### src/rtl/gspa_score_scheduler.sv
// Purpose : sequences the PIM scoring channels for one query over a contiguous key range,
//           in waves of up to N_CHANNELS keys, and streams the scores out in key order.
// Latency : accept -> ISSUE -> WAIT -> first beat three cycles after accept with zero-latency
//           channels; each wave costs active beats + 2 cycles + channel compute time.
// Backpr. : score_* held stable while score_valid && !score_ready; cmd_ready is high only in
//           IDLE, so a new command waits until the whole previous range has drained.
// Ports   : clk/rst          clock, async active-high reset
//           cmd_*            command (base, count) with valid/ready handshake
//           ch_start         one-cycle start pulse per active channel
//           ch_key_base      wave base; channel c scores key ch_key_base+c
//           ch_done/ch_score per-channel done level and 32-bit score
//           score_*          ordered score stream (data, key index, last) with valid/ready
//           busy/err_timeout not-IDLE flag, sticky wave-timeout flag
module gspa_score_scheduler #(
  parameter int N_CHANNELS = 32,
  parameter int KEY_W      = 16,
  parameter int TIMEOUT    = 255
) (
  input  logic                    clk,
  input  logic                    rst,
  input  logic                    cmd_valid,
  output logic                    cmd_ready,
  input  logic [KEY_W-1:0]        cmd_base,
  input  logic [KEY_W-1:0]        cmd_count,
  output logic [N_CHANNELS-1:0]   ch_start,
  output logic [KEY_W-1:0]        ch_key_base,
  input  logic [N_CHANNELS-1:0]   ch_done,
  input  logic [32*N_CHANNELS-1:0] ch_score,
  output logic                    score_valid,
  input  logic                    score_ready,
  output logic [31:0]             score_data,
  output logic [KEY_W-1:0]        score_idx,
  output logic                    score_last,
  output logic                    busy,
  output logic                    err_timeout
);

  localparam int CW = (N_CHANNELS > 1) ? $clog2(N_CHANNELS) : 1;
  localparam int AW = CW + 1;  // wide enough to hold N_CHANNELS itself

  typedef enum logic [1:0] {S_IDLE, S_ISSUE, S_WAIT, S_DRAIN} state_t;

  state_t                state_q;
  logic [KEY_W-1:0]      remaining_q;
  logic [KEY_W-1:0]      base_q;
  logic [AW-1:0]         active_q;
  logic [N_CHANNELS-1:0] mask_q;
  logic [N_CHANNELS-1:0] captured_q;
  logic [15:0]           tmo_q;
  logic [CW-1:0]         ptr_q;
  logic [31:0]           score_buf_q [N_CHANNELS];
  logic [N_CHANNELS-1:0] ch_start_q;
  logic [KEY_W-1:0]      ch_key_base_q;
  logic                  err_q;

  logic [KEY_W-1:0]      rem_src_d;
  logic [AW-1:0]         issue_active_d;
  logic [N_CHANNELS-1:0] issue_mask_d;
  logic [N_CHANNELS-1:0] captured_d;
  logic [15:0]           tmo_d;
  logic                  last_of_wave;

  always_comb begin
    // Keys left for the next wave: the new command in IDLE, otherwise what remains after this wave.
    rem_src_d = (state_q == S_IDLE) ? cmd_count : (remaining_q - KEY_W'(active_q));
    if (rem_src_d >= KEY_W'(N_CHANNELS)) begin
      issue_active_d = AW'(N_CHANNELS);
    end else begin
      issue_active_d = rem_src_d[AW-1:0];
    end
    issue_mask_d = '0;
    for (int c = 0; c < N_CHANNELS; c++) begin
      issue_mask_d[c] = (AW'(c) < issue_active_d);
    end
    // Captures already held plus any active channel reporting done this cycle.
    captured_d = captured_q | (mask_q & ch_done);
    tmo_d      = tmo_q + 16'd1;
    last_of_wave = ({1'b0, ptr_q} == (active_q - AW'(1)));
  end

  always_ff @(posedge clk or posedge rst) begin
    if (rst) begin
      state_q       <= S_IDLE;
      remaining_q   <= '0;
      base_q        <= '0;
      active_q      <= '0;
      mask_q        <= '0;
      captured_q    <= '0;
      tmo_q         <= '0;
      ptr_q         <= '0;
      ch_start_q    <= '0;
      ch_key_base_q <= '0;
      err_q         <= 1'b0;
      for (int c = 0; c < N_CHANNELS; c++) score_buf_q[c] <= '0;
    end else begin
      ch_start_q <= '0;
      case (state_q)
        S_IDLE: begin
          if (cmd_valid) begin
            remaining_q <= cmd_count;
            base_q      <= cmd_base;
            err_q       <= 1'b0;
            if (cmd_count != '0) begin
              state_q       <= S_ISSUE;
              active_q      <= issue_active_d;
              mask_q        <= issue_mask_d;
              ch_start_q    <= issue_mask_d;
              ch_key_base_q <= cmd_base;
            end
          end
        end
        S_ISSUE: begin
          captured_q <= '0;
          tmo_q      <= '0;
          state_q    <= S_WAIT;
        end
        S_WAIT: begin
          for (int c = 0; c < N_CHANNELS; c++) begin
            if (mask_q[c] && ch_done[c] && !captured_q[c]) begin
              score_buf_q[c] <= ch_score[32*c +: 32];
            end
          end
          captured_q <= captured_d;
          tmo_q      <= tmo_d;
          ptr_q      <= '0;
          if (captured_d == mask_q) begin
            state_q <= S_DRAIN;
          end else if (tmo_d == 16'(TIMEOUT)) begin
            // Abort the wave: missing channels report a zero score.
            err_q <= 1'b1;
            for (int c = 0; c < N_CHANNELS; c++) begin
              if (!captured_d[c]) score_buf_q[c] <= '0;
            end
            state_q <= S_DRAIN;
          end
        end
        S_DRAIN: begin
          if (score_ready) begin
            if (last_of_wave) begin
              ptr_q       <= '0;
              remaining_q <= rem_src_d;
              base_q      <= base_q + KEY_W'(N_CHANNELS);
              if (rem_src_d != '0) begin
                state_q       <= S_ISSUE;
                active_q      <= issue_active_d;
                mask_q        <= issue_mask_d;
                ch_start_q    <= issue_mask_d;
                ch_key_base_q <= base_q + KEY_W'(N_CHANNELS);
              end else begin
                state_q <= S_IDLE;
              end
            end else begin
              ptr_q <= ptr_q + CW'(1);
            end
          end
        end
        default: state_q <= S_IDLE;
      endcase
    end
  end

  assign cmd_ready   = (state_q == S_IDLE);
  assign busy        = (state_q != S_IDLE);
  assign score_valid = (state_q == S_DRAIN);
  assign score_data  = score_buf_q[ptr_q];
  assign score_idx   = base_q + KEY_W'(ptr_q);
  assign score_last  = (state_q == S_DRAIN) && (remaining_q == KEY_W'(active_q)) && last_of_wave;
  assign ch_start    = ch_start_q;
  assign ch_key_base = ch_key_base_q;
  assign err_timeout = err_q;

endmodule

### config.mk
export PLATFORM = sky130hd
export DESIGN_NAME = gspa_score_scheduler
export DESIGN_NICKNAME = d
export VERILOG_FILES = /design/src/rtl/gspa_score_scheduler.sv
export SDC_FILE = /design/constraint.sdc
export NUM_CORES = 2
export LEC_CHECK = 0
export ABC_AREA = 1
export ABC_CLOCK_PERIOD_IN_PS = 55900
export CAP_MARGIN = 20
export CORE_AREA = 8 8 465 467
export DETAILED_ROUTE_END_ITERATION = 7
export DIE_AREA = 0 0 473 475
export PLACE_DENSITY = 0.66
export REMOVE_ABC_BUFFERS = 1
export SYNTH_ARGS = -nofsm -noshare
export SYNTH_HDL_FRONTEND = slang
export SYNTH_SLANG_ARGS = --single-unit
### constraint.sdc
create_clock -name clk -period 55.9 [get_ports clk]
set_clock_uncertainty 0.2 [all_clocks]
set_input_delay 16.77 -clock clk [delete_from_list [all_inputs] [get_ports clk]]
set_output_delay 16.77 -clock clk [all_outputs]
set_load 0.01 [all_outputs]
* Yosys cells after proc, flatten, opt, wreduce, memory -nomap -nowiden
Index checks and enable logic that the tools add are counted.
Operators by class: add/subtract/negate cells 6, magnitude comparators 34, equality and inequality tests 15, mux-type cells 120, bitwise operators 3, reductions and logical operators 111
Operators with widths (number):
- 32-bit two-way mux | 76
- 1024-bit two-way mux | 2
- 16-bit two-way mux | 12
- 32-bit case mux with 2 select lines | 3
- 32-bit binary-select mux with 5-bit select | 1
- 16-bit case mux with 2 select lines | 4
- 5-bit by 6-bit less-than comparator with 1-bit output (first input constant) | 16
- 1-bit logical AND | 66
- 4-bit by 6-bit less-than comparator with 1-bit output (first input constant) | 8
- 6-bit two-way mux | 6
- 32-bit AND | 1
- 32-bit == test | 1
- 1-bit zero test | 32
- 32-bit bitwise OR | 1
- 16-bit nonzero test | 2
- 3-bit by 6-bit less-than comparator with 1-bit output (first input constant) | 4
- 16-bit by 1-bit adder with 16-bit output (second input constant) | 1
- 16-bit by 5-bit adder with 16-bit output | 1
- 16-bit by 6-bit adder with 16-bit output (second input constant) | 1
- 16-bit by 6-bit == test with 1-bit output | 1
- 16-bit by 8-bit == test with 1-bit output (second input constant) | 1
- 16-bit by 6-bit >= comparator with 1-bit output (second input constant) | 1
- 16-bit by 6-bit subtractor with 16-bit output | 1
- 1-bit by 6-bit less-than comparator with 1-bit output (first input constant) | 2
- other kinds (24) | 45
Word-level totals: register bits 1198, input port bits 1092, output and inout port bits 101, logic and storage cells 332

* Logic depth before layout (Yosys ltp)
depth in word-level cells 9, gate-level depth with buffers 23, gate-level depth less buffers 22

* Least setup slack after synthesis
Ideal clock, no wire load.
path kind reg-to-output, start reg ptr_q[1], end out score_idx[12], arrival 2342 ps, required time 38930 ps, setup slack 36588 ps, cell stages (with the launch flop) 9, buffers on the path 3, path through dfrtp_1 -> clkbuf_1 -> inv_1 -> clkbuf_1 -> clkbuf_1 -> fa_1 -> o21ai_0 -> a21oi_1 -> o31ai_1
On the way: longest elaborated chain between the ends 1
RTL lines:
- from (decl) | RTL line 50 | logic [CW-1:0] ptr_q;
- from (signal assigned) | RTL line 153 | ptr_q <= ptr_q + CW'(1);
- 16-bit by 5-bit adder with 16-bit output | RTL line 166 | assign score_idx = base_q + KEY_W'(ptr_q);
- to (decl) | RTL line 32 | output logic [KEY_W-1:0] score_idx,
No other way between the ends.

* Final worst setup path
start reg ptr_q[1], end out score_data[2]
On the way: longest elaborated chain between the ends 4
RTL lines:
- 5-bit NOT with 6-bit output (not written as such) | RTL line 165 | assign score_data = score_buf_q[ptr_q];
- 32-bit binary-select mux with 5-bit select | RTL line 165
- 32-bit two-way mux (not written as such) (2 in a row) | RTL line 165
- to (decl) | RTL line 31 | output logic [31:0] score_data,
No other way between the ends. The select of a mux whose other input is x is not followed.

==> reports/qor.txt <==
Setup Crit Path Kind = reg2out
# Post-CTS Setup Buffers = 0
Tmin final = 23.33 ns
Buf/Inv on CP = 4
Reg clk slew, reported paths = 0.05 ns
Max clock buf depth = 3
Placed Instances = 12500
Avg WL per Cell = 29.8 um
vias in the first global route = 70500
reg2reg path depth = 8
CP Cell Sequence = buf_4 > buf_4 > buf_4 > o21ai_0 > o22ai_1 > nor2_1 > o32ai_1 > nand2_1 > nand2_1 > clkdlybuf4s50_1
hold depth = 2
commonest non-fill, non-tap cell in the layout = nand2_1
GPL Wtd Cong = 0.951
CP max stage delay = 0.93 ns
Design Area, Final = 90400 sq um
fin crit share = 0.417
Std-Cell Rows = 168
Reg-to-Reg Start = state_q[0]
Initial Utilization = 0.341
Hold Path Origin = score_buf_q[981]
class of the worst hold path = reg2reg
Final nets = 11000
post-route ant nets = 0
DRT Wirelength = 383 mm
Via density = 5.80
Syn Area/Cell = 7.85 sq um
CTS root buf = clkbuf_16
cts repair resizes = 0
gr ovfl total = 0
CTS tree = built
Layout area overhead = 27.1%
CP most frequent cell = buf_4
first-pass GRT wire length = 533 mm
DRC viols = 22
Max Fclk = 0.0429 GHz
drt pass-1 iters = 8
full die area = 225000 sq um
CP delay by family, top = buffers and inverters
power density over the cells = 54.7 nW/um^2
Critical Path RT = 38.93 ns
worst reg2reg endpoint = score_buf_q[417]
R2R Setup Slk = 50.69 ns
I/O pin cnt = 1193
core area = 209000 sq um
CP Launch Type = flip-flop
Syn Inst Count = 9062
clock sink count = 1197
initial antenna violation count = 152
Top FF cell, synth = dfrtp_1
Placement Setup Slack = 33.43 ns
DR vias = 74400
crit end category = output port
setup_tns = 0 ns
final worst slack = 32.57 ns
static leakage = 0.0423 uW
DPL Wire Length = 268 mm
Worst VDD drop = 43.7 uV
Seq/Total Area, Yosys = 0.421
EDFF count, synth = 0
slowest CP cell = o32ai_1
RSZ-0062 raised after global routing = false
Worst-Margin Slew = 1.59 ns
total global-route track usage = 0.323
H-tree depth = 4
starting DRC count in detailed routing = 10700
Hold-fix buffers, CTS = 0
Synth Warn # = 0
final setup vio count = 0
total CTS buffers = 146
Slew HR = -0.0591
clk_lat worst skew = 0.83 ns
Placed Area = 85200 sq um
# port buffers = 1192
Max Slew Vio Count = 78
Async S/R FF share, synth = 1.00
WP data arrival = 6.36 ns
outcome = finished with violations
Final Hold Vio Count = 0
commonest non-fill, non-tap cells in the layout = 2533 x nand2_1, 1192 x dfrtp_1, 1192 x clkdlybuf4s50_1
largest net degree at the start of global routing = 185
worst-path maximum fanout = 59
WHS Endpoint = score_buf_q[981]
Die X = 473 um
share of post-route cells with drive strength above 1 = 0.142
Yosys reg bits = 1197
Max-cap violations = 0
failing checks = DRC, slew limit
Synth Cell Area = 71100 sq um
Vert. Die Dim = 475 um
Final Instance Count excl. Fillers = 12800
post-synthesis cell type count = 43
## worst reg2reg max path: cells and delay by family (launching register included)
family / cells / cell delay (ns)
adders and majority gates: 1 / 0.59
buffers and inverters: 5 / 3.56
DFF: 1 / 0.41
and+or+nand+nor: 2 / 0.42
## power by group
group          internal, uW  total (uW)  switching, uW
registers              1250        1570            328
logic                   911        2380           1470
clock network           570         984            414
## registers in the layout, summed over array words and instances (netlist names), 2 cells and up
signal	flops
mask_q	31
ptr_q	5
tmo_q	16
ch_key_base	16
active_q	6
remaining_q	16
state_q	2
captured_q	32
score_buf_q	1024
ch_start	32
base_q	16
## area by class of cell
class | count | area (sq um)
tap | 2805 | 3510
antenna | 77 | 193
multi-input combinational | 6901 | 37600
fill | 20600 | 118000
clock inverter | 43 | 552
clock buffer | 214 | 4260
timing repair buffer | 1326 | 13200
inverter | 268 | 1040
sequential | 1197 | 30000
## per-layer routing
layer	wire length, um	vias up	part of all wire	GRT usage
met1	145000	35900	0.38	0.407
met2	158000	5161	0.41	0.459
met5	605	-	0.0016	0
li1	-	32100	-	-
met4	31200	96	0.082	0.224
met3	48600	1075	0.13	0.119
## synthesized netlist by cell type, types with 19 or more instances
master / number / area share
nand2_1: 2534 / 0.13
dfrtp_1: 1197 / 0.42
nand3_1: 1136 / 0.080
mux2_2: 958 / 0.15
o21ai_0: 790 / 0.056
nor2_1: 788 / 0.042
clkbuf_1: 500 / 0.026
inv_1: 256 / 0.014
o22ai_1: 253 / 0.022
a21oi_1: 215 / 0.015
buf_2: 97 / 0.0068
buf_1: 87 / 0.0046
nor3_1: 47 / 0.0033
nand3_2: 31 / 0.0044
xor2_1: 28 / 0.0034
ha_1: 19 / 0.0033
## worst max-delay path by stage
stage | from | endpoint | slack [ns] | depth (start not counted)
2_1_floorplan | state_q[0] | ptr_q[3] | 2.18 | 7
3_3_place_gp | ptr_q[1] | score_data[26] | 33.34 | 12
3_5_place_dp | ptr_q[1] | score_data[26] | 33.43 | 12
4_1_cts | ptr_q[1] | score_data[26] | 32.53 | 12
5_1_grt | ptr_q[1] | score_data[26] | 32.44 | 12
6_report | ptr_q[1] | score_data[2] | 32.57 | 10
## cells by family (layout without fill, tap and decap cells)
logic type      count (synthesis)  count (layout)  share of synthesized area
mux                           958             958                      0.152
flops                        1197            1197                      0.421
buf+inv                       964            1851                     0.0534
simple gates                 4588            4588                      0.268
xor+xnor                       35              35                    0.00431
fa+ha+maj                      21              21                    0.00391
other cells                     0              77                          0
compound gates               1299            1299                     0.0975
## through the flow
step	power, uW	hold slack, ns	util
2_1_floorplan	3140	0.248	-
5_1_grt	5210	0.289	0.433
3_5_place_dp	3890	0.265	0.409
4_1_cts	4890	0.280	0.432
6_report	4940	0.277	0.433
3_3_place_gp	3820	0.261	0.408
(Power assumes the default switching activity.)
